===== src/rtl/core_pkg.sv =====
// Shared core definitions: default widths, instruction size and the fetch queue entry layout.
package core_pkg;

   localparam int unsigned XLEN_DEF    = 32;
   localparam int unsigned ILEN_DEF    = 32;
   localparam int unsigned INSTR_BYTES = 4;

   localparam logic [XLEN_DEF-1:0] RESET_PC_DEF = 32'h0000_0000;

   typedef struct packed {
      logic [XLEN_DEF-1:0] pc;
      logic [ILEN_DEF-1:0] instr;
   } fetch_entry_t;

endpackage


===== src/rtl/fetch_pc_buffer_if.sv =====
// Fetch front-end bus: redirect input, IMEM port and decode-side dequeue port.
interface fetch_pc_buffer_if
   import core_pkg::*;
#(
   parameter int unsigned XLEN  = XLEN_DEF,
   parameter int unsigned ILEN  = ILEN_DEF,
   parameter int unsigned DEPTH = 4
);
   localparam int unsigned CNT_W = $clog2(DEPTH + 1);

   logic             fetch_en;
   logic             redirect_valid;
   logic [XLEN-1:0]  redirect_pc;
   logic [XLEN-1:0]  imem_addr;
   logic [ILEN-1:0]  imem_rdata;
   logic             deq_ready;
   logic             deq_valid;
   logic [XLEN-1:0]  deq_pc;
   logic [XLEN-1:0]  deq_pc4;
   logic [ILEN-1:0]  deq_instr;
   logic [CNT_W-1:0] count;
   logic             full;
   logic             empty;

   // Environment side: control, IMEM data and decode acceptance.
   modport master (
      output fetch_en, redirect_valid, redirect_pc, imem_rdata, deq_ready,
      input  imem_addr, deq_valid, deq_pc, deq_pc4, deq_instr, count, full, empty
   );

   // Fetch buffer side.
   modport slave (
      input  fetch_en, redirect_valid, redirect_pc, imem_rdata, deq_ready,
      output imem_addr, deq_valid, deq_pc, deq_pc4, deq_instr, count, full, empty
   );

endinterface


===== src/rtl/fetch_fifo.sv =====
// Synchronous FIFO with flush; enqueue into a full queue is legal when a dequeue happens in the same cycle.
module fetch_fifo #(
   parameter int unsigned WIDTH = 64,
   parameter int unsigned DEPTH = 4
) (
   input  logic                           clk,
   input  logic                           rst_n,
   input  logic                           enq,
   input  logic                           deq,
   input  logic                           flush,
   input  logic [WIDTH-1:0]               wdata,
   output logic [WIDTH-1:0]               rdata,
   output logic [$clog2(DEPTH+1)-1:0]     count,
   output logic                           full,
   output logic                           empty
);
   localparam int unsigned PTR_W = $clog2(DEPTH);
   localparam int unsigned CNT_W = $clog2(DEPTH + 1);

   logic [WIDTH-1:0] mem_q [DEPTH];
   logic [PTR_W-1:0] wr_ptr_q, wr_ptr_d;
   logic [PTR_W-1:0] rd_ptr_q, rd_ptr_d;
   logic [CNT_W-1:0] count_q, count_d;
   logic             full_q, full_d;
   logic             empty_q, empty_d;
   logic             do_enq;
   logic             do_deq;

   // Flush overrides any transfer in the same cycle; pointers wrap since DEPTH is a power of 2.
   always_comb begin
      do_enq   = enq & ~flush;
      do_deq   = deq & ~flush;
      wr_ptr_d = wr_ptr_q;
      rd_ptr_d = rd_ptr_q;
      count_d  = count_q;
      if (flush) begin
         wr_ptr_d = '0;
         rd_ptr_d = '0;
         count_d  = '0;
      end else begin
         if (do_enq) wr_ptr_d = wr_ptr_q + PTR_W'(1);
         if (do_deq) rd_ptr_d = rd_ptr_q + PTR_W'(1);
         case ({do_enq, do_deq})
            2'b10:   count_d = count_q + CNT_W'(1);
            2'b01:   count_d = count_q - CNT_W'(1);
            default: count_d = count_q;
         endcase
      end
      full_d  = (count_d == CNT_W'(DEPTH));
      empty_d = (count_d == '0);
   end

   always_ff @(posedge clk or negedge rst_n) begin
      if (!rst_n) begin
         wr_ptr_q <= '0;
         rd_ptr_q <= '0;
         count_q  <= '0;
         full_q   <= 1'b0;
         empty_q  <= 1'b1;
      end else begin
         wr_ptr_q <= wr_ptr_d;
         rd_ptr_q <= rd_ptr_d;
         count_q  <= count_d;
         full_q   <= full_d;
         empty_q  <= empty_d;
      end
   end

   // Storage is not reset.
   always_ff @(posedge clk) begin
      if (do_enq) mem_q[wr_ptr_q] <= wdata;
   end

   assign rdata = mem_q[rd_ptr_q];
   assign count = count_q;
   assign full  = full_q;
   assign empty = empty_q;

endmodule


===== src/rtl/fetch_pc_buffer.sv =====
// Fetch stage front end: PC generator feeding a prefetch queue of {pc, instr} pairs towards decode.
module fetch_pc_buffer
   import core_pkg::*;
#(
   parameter int unsigned     XLEN     = XLEN_DEF,
   parameter int unsigned     ILEN     = ILEN_DEF,
   parameter int unsigned     DEPTH    = 4,
   parameter logic [XLEN-1:0] RESET_PC = XLEN'(RESET_PC_DEF)
) (
   input logic               clk,
   input logic               rst_n,
   fetch_pc_buffer_if.slave  bus
);
   localparam int unsigned ENTRY_W = XLEN + ILEN;
   localparam int unsigned CNT_W   = $clog2(DEPTH + 1);

   // Same layout as fetch_entry_t, sized by this instance's widths.
   typedef struct packed {
      logic [XLEN-1:0] pc;
      logic [ILEN-1:0] instr;
   } entry_t;

   logic [XLEN-1:0]  pc_q, pc_d;
   entry_t           wr_entry;
   entry_t           rd_entry;
   logic [ENTRY_W-1:0] rd_raw;
   logic [CNT_W-1:0] fifo_count;
   logic             fifo_full;
   logic             fifo_empty;
   logic             deq_valid;
   logic             enq;
   logic             deq;

   // Handshake: a redirect blocks both sides; a full queue may still enqueue on a same-cycle dequeue.
   always_comb begin
      deq_valid = ~fifo_empty & ~bus.redirect_valid;
      deq       = deq_valid & bus.deq_ready;
      enq       = bus.fetch_en & ~bus.redirect_valid & (~fifo_full | deq);
   end

   // Redirect target is word-aligned; otherwise the PC only advances on an enqueue.
   always_comb begin
      pc_d = pc_q;
      if (bus.redirect_valid) begin
         pc_d = {bus.redirect_pc[XLEN-1:2], 2'b00};
      end else if (enq) begin
         pc_d = pc_q + XLEN'(INSTR_BYTES);
      end
   end

   always_ff @(posedge clk or negedge rst_n) begin
      if (!rst_n) pc_q <= RESET_PC;
      else        pc_q <= pc_d;
   end

   always_comb begin
      wr_entry.pc    = pc_q;
      wr_entry.instr = bus.imem_rdata;
      rd_entry       = entry_t'(rd_raw);
   end

   fetch_fifo #(
      .WIDTH (ENTRY_W),
      .DEPTH (DEPTH)
   ) u_fifo (
      .clk   (clk),
      .rst_n (rst_n),
      .enq   (enq),
      .deq   (deq),
      .flush (bus.redirect_valid),
      .wdata (wr_entry),
      .rdata (rd_raw),
      .count (fifo_count),
      .full  (fifo_full),
      .empty (fifo_empty)
   );

   assign bus.imem_addr = pc_q;
   assign bus.deq_valid = deq_valid;
   assign bus.deq_pc    = rd_entry.pc;
   assign bus.deq_pc4   = rd_entry.pc + XLEN'(INSTR_BYTES);
   assign bus.deq_instr = rd_entry.instr;
   assign bus.count     = fifo_count;
   assign bus.full      = fifo_full;
   assign bus.empty     = fifo_empty;

endmodule

===== src/flat_wrapper.sv =====
// flat-port wrapper written by rule: the top's interface ports become plain ports
module fetch_pc_buffer_flat import core_pkg::*;
#(
   parameter int unsigned     XLEN     = XLEN_DEF,
   parameter int unsigned     ILEN     = ILEN_DEF,
   parameter int unsigned     DEPTH    = 4,
   parameter logic [XLEN-1:0] RESET_PC = XLEN'(RESET_PC_DEF)
)
  (clk, rst_n, bus_fetch_en, bus_redirect_valid, bus_redirect_pc, bus_imem_rdata, bus_deq_ready, bus_imem_addr, bus_deq_valid, bus_deq_pc, bus_deq_pc4, bus_deq_instr, bus_count, bus_full, bus_empty);
  fetch_pc_buffer_if #(.XLEN(XLEN), .ILEN(ILEN), .DEPTH(DEPTH)) bus_i ();
  input logic clk;
  input logic rst_n;
  input wire logic [$bits(bus_i.fetch_en)-1:0] bus_fetch_en;
  input wire logic [$bits(bus_i.redirect_valid)-1:0] bus_redirect_valid;
  input wire logic [$bits(bus_i.redirect_pc)-1:0] bus_redirect_pc;
  input wire logic [$bits(bus_i.imem_rdata)-1:0] bus_imem_rdata;
  input wire logic [$bits(bus_i.deq_ready)-1:0] bus_deq_ready;
  output wire logic [$bits(bus_i.imem_addr)-1:0] bus_imem_addr;
  output wire logic [$bits(bus_i.deq_valid)-1:0] bus_deq_valid;
  output wire logic [$bits(bus_i.deq_pc)-1:0] bus_deq_pc;
  output wire logic [$bits(bus_i.deq_pc4)-1:0] bus_deq_pc4;
  output wire logic [$bits(bus_i.deq_instr)-1:0] bus_deq_instr;
  output wire logic [$bits(bus_i.count)-1:0] bus_count;
  output wire logic [$bits(bus_i.full)-1:0] bus_full;
  output wire logic [$bits(bus_i.empty)-1:0] bus_empty;
  assign bus_i.fetch_en = bus_fetch_en;
  assign bus_i.redirect_valid = bus_redirect_valid;
  assign bus_i.redirect_pc = bus_redirect_pc;
  assign bus_i.imem_rdata = bus_imem_rdata;
  assign bus_i.deq_ready = bus_deq_ready;
  assign bus_imem_addr = bus_i.imem_addr;
  assign bus_deq_valid = bus_i.deq_valid;
  assign bus_deq_pc = bus_i.deq_pc;
  assign bus_deq_pc4 = bus_i.deq_pc4;
  assign bus_deq_instr = bus_i.deq_instr;
  assign bus_count = bus_i.count;
  assign bus_full = bus_i.full;
  assign bus_empty = bus_i.empty;
  fetch_pc_buffer #(.XLEN(XLEN), .ILEN(ILEN), .DEPTH(DEPTH), .RESET_PC(RESET_PC)) u_core (.clk(clk), .rst_n(rst_n), .bus(bus_i));
endmodule

===== config.mk =====
export PLATFORM = sky130hd
export DESIGN_NAME = fetch_pc_buffer_flat
export DESIGN_NICKNAME = d
export VERILOG_FILES = /design/src/rtl/core_pkg.sv /design/src/rtl/fetch_pc_buffer_if.sv /design/src/rtl/fetch_fifo.sv /design/src/rtl/fetch_pc_buffer.sv /design/src/flat_wrapper.sv
export SDC_FILE = /design/constraint.sdc
export NUM_CORES = 1
export LEC_CHECK = 0
export ABC_CLOCK_PERIOD_IN_PS = 8900
export BUFFER_PORTS_ARGS = -buffer_cell sky130_fd_sc_hd__clkbuf_2
export CORE_ASPECT_RATIO = 0.7
export CORE_MARGIN = 1.5
export CORE_UTILIZATION = 55
export CTS_CLUSTER_DIAMETER = 200
export CTS_CLUSTER_SIZE = 14
export DETAILED_ROUTE_END_ITERATION = 7
export PLACE_DENSITY = 0.78
export SYNTH_ARGS = -nofsm -noshare
export SYNTH_HDL_FRONTEND = slang
export SYNTH_SLANG_ARGS = --single-unit
export TNS_END_PERCENT = 1

===== constraint.sdc =====
create_clock -name clk -period 8.9 [get_ports clk]
set_input_delay 1.335 -clock clk [delete_from_list [all_inputs] [get_ports clk]]
set_output_delay 1.335 -clock clk [all_outputs]
set_load 0.02 [all_outputs]

==> impl_metrics.env <==
export IMPL_cts_setup_buffers=0
export IMPL_max_freq_mhz=196.0
export IMPL_synth_largest_area_cell="edfxtp_1"
export IMPL_cts_hold_buf=0
export IMPL_die_x_um=178.2
export IMPL_final_cell_mix="248 x edfxtp_1, 194 x clkbuf_2, 53 x mux4_2"
export IMPL_die_h_um=125.7
export IMPL_first_pass_iters=7
export IMPL_syn_instance_count=659
export IMPL_dpl_cell_area_um2=13020
export IMPL_final_util_pct=65.51
export IMPL_met2_usage_pct=33.62
export IMPL_grt_pass1_wl_um=37270
export IMPL_clock_skew_ns=0.01366
export IMPL_grtUsageTotal_pct=21.95
export IMPL_diodes=0
export IMPL_cts_tree="done"
export IMPL_wire_per_inst_um=20.68
export IMPL_pin_count=203
export IMPL_max_cap_violations=0
export IMPL_numCtsBuffers=24
export IMPL_cts_buffer_depth=3
export IMPL_htree_levels=1
export IMPL_nets=933
export IMPL_clock_latency_ns=0.51
export IMPL_async_flop_share_pct=13.59
export IMPL_critPathLaunchType="flip-flop"
export IMPL_crit_fanout=35
export IMPL_grt_max_degree=63
export IMPL_io_buffers=194
export IMPL_avgSynthCellArea_um2=17.94
export IMPL_synth_edff_count=248
export IMPL_vias=6588
export IMPL_use_met3_pct=3.502
export IMPL_cts_root_buf="clkbuf_16"
export IMPL_die_area_um2=22400
export IMPL_core_um2=20920
export IMPL_p_leak_nw=4.928
export IMPL_rsz0062_at_grt="false"
export IMPL_yosysUniqueCellTypes=50
export IMPL_drt_wl_total_um=23770
export IMPL_syn2layout_area_growth_pct=15.91
export IMPL_synth_warnings=0
export IMPL_drt_iter0_markers=625
export IMPL_cts_sinks=287
export IMPL_crit_path_end_kind="output port"
export IMPL_yosysSeqAreaShare_pct=71.25
export IMPL_crit_type="flip-flop to output port"
export IMPL_grt_pass1_vias=6461
export IMPL_p_per_area_nw_per_um2=216.1
export IMPL_synth_area_top_cells="edfxtp_1 63%, mux4_2 10%, dfrtp_1 8.0%, xnor2_1 2.4%, mux4_1 2.0%"
export IMPL_whs_ns=0.5759
export IMPL_drv_slew=0
export IMPL_relSlewSlack_pct=28.13
export IMPL_start_util_pct=56.52
export IMPL_post_route_min_period_ns=5.102
export IMPL_hold_path_class="flip-flop to flip-flop"
export IMPL_hold_viol=0
export IMPL_finalSetupViolations=0
export IMPL_ys_flop_type="edfxtp_1"
export IMPL_gp_congestion=0.8310
export IMPL_cts_resized_gates=0
export IMPL_drc=0
export IMPL_path_clk_slew_ns=0.07
export IMPL_worstPathArrival_ns=3.77
export IMPL_antenna_left=0
export IMPL_power_mw=2.961
export IMPL_worstMarginPinSlew_ns=1.078
export IMPL_tns_ns=0
export IMPL_fin_crit_sh_pct=57.33
export IMPL_drive_gt1_share_pct=33.79
export IMPL_rows=44
export IMPL_gr_usage_met1_pct=33.95
export IMPL_layout_commonest_cell="edfxtp_1"
export IMPL_synth_top_area_share_pct=62.98
export IMPL_status="completed"
export IMPL_viasPerCell=5.734
export IMPL_cp_required_ns=7.57
export IMPL_antenna_found_initial=2
export IMPL_syn_area_um2=11820
export IMPL_grt_ovfl_total=0
export IMPL_place_detailed_hpwl_um=15050
export IMPL_ys_seq_elements=287
export IMPL_top_usage_layer="met1"
export IMPL_design_area_um2=13710
export IMPL_peakVddDrop_mv=0.1977
[path summary, 6_finish.rpt]
check | cells past startpoint | from | to | slack [ns]
worst max-delay path | 7 | u_core.u_fifo.rd_ptr_q[1] | bus_deq_pc4[30] | 3.80
worst min-delay path | 0 | u_core.bus.imem_addr[31] | u_core.u_fifo.mem_q[3][63] | 0.58
worst max register to register | 12 | u_core.u_fifo.empty | u_core.u_fifo.empty | 5.99
worst min register to register | 0 | u_core.bus.imem_addr[31] | u_core.u_fifo.mem_q[3][63] | 0.58
max in group asynchronous | 1 | rst_n | u_core.u_fifo.rd_ptr_q[0] | 7.11
min in group asynchronous | 1 | rst_n | u_core.bus.imem_addr[6] | 1.01
[layer usage]
| layer | part of all wire [%] | wire length, um |
|---|---|---|
| met1 | 45 | 10680 |
| met4 | 1.9 | 446 |
| met5 | 0.097 | 23 |
| met2 | 47 | 11160 |
| met3 | 6.1 | 1458 |
[sequential cells by signal, indices dropped and copies added, names as in the netlist]
register / flops
u_core.u_fifo.empty: 1
u_core.u_fifo.wr_ptr_q: 2
u_core.bus.imem_addr: 30
u_core.u_fifo.full: 1
u_core.u_fifo.mem_q: 248
u_core.u_fifo.rd_ptr_q: 2
u_core.u_fifo.count: 3
[synthesized netlist by cell type, types with 2 or more instances]
library cell	count
nand4b_1	2
mux2i_1	3
ha_1	7
nand2_1	40
or3_1	4
nand3_1	21
a31oi_1	5
o21ai_0	28
clkbuf_1	13
nor4_2	2
nor4_1	9
and2_1	7
nor2_1	18
edfxtp_1	248
and3_1	14
buf_2	8
buf_4	6
and4_1	6
nor3_1	5
inv_1	16
mux4_1	9
mux4_2	53
dfrtp_1	38
nand4_1	14
buf_1	2
xor2_1	26
xnor2_1	32
[cell type report]
| cell class | instances | area, um^2 |
|---|---|---|
| flip-flops and latches | 287 | 8429 |
| fillers | 1460 | 7214 |
| multi-input cells | 328 | 3177 |
| repair buffers | 198 | 1001 |
| clock buffers | 41 | 664.4 |
| well taps | 276 | 345.3 |
| inverters | 17 | 63.81 |
| clock inverters | 2 | 25.02 |
[power breakdown]
part / internal (mW) / switching [mW] / total, mW
clock: 0.509 / 0.442 / 0.951
sequential: 1.53 / 0.0588 / 1.59
combinational: 0.162 / 0.262 / 0.424
[through the flow]
| stage | worst slack [ns] | std cells |
|---|---|---|
| detailed placement | 4.295 | 1106 |
| global route | 3.593 | 1149 |
| CTS | 3.737 | 1149 |
| global placement | 4.336 | 1106 |
| floorplan | 4.592 | 664 |
| finish | 3.798 | 1149 |
[worst max-delay path, stage by stage (launching register included)]
cell      delay, ns
dfrtp_2        0.84
buf_4          0.58
mux4_2         0.44
nand4_4        0.13
or4_4          0.55
nor4_2         0.30
xor2_1         0.19
clkbuf_2       0.19
[cells by family (layout without fill, tap and decap cells)]
group / Yosys count / count (layout) / share of synthesized area, %
buffers and inverters: 49 / 258 / 2.127
adders and majority gates: 8 / 8 / 0.9100
AOI/OAI and AO/OA: 40 / 40 / 1.915
DFF: 287 / 287 / 71.25
xor gates and xnor gates: 58 / 58 / 4.296
muxes: 66 / 66 / 12.44
and+or+nand+nor: 150 / 150 / 7.026
other: 1 / 6 / 0.03172
Note: power is estimated with default switching activity, not from simulation.
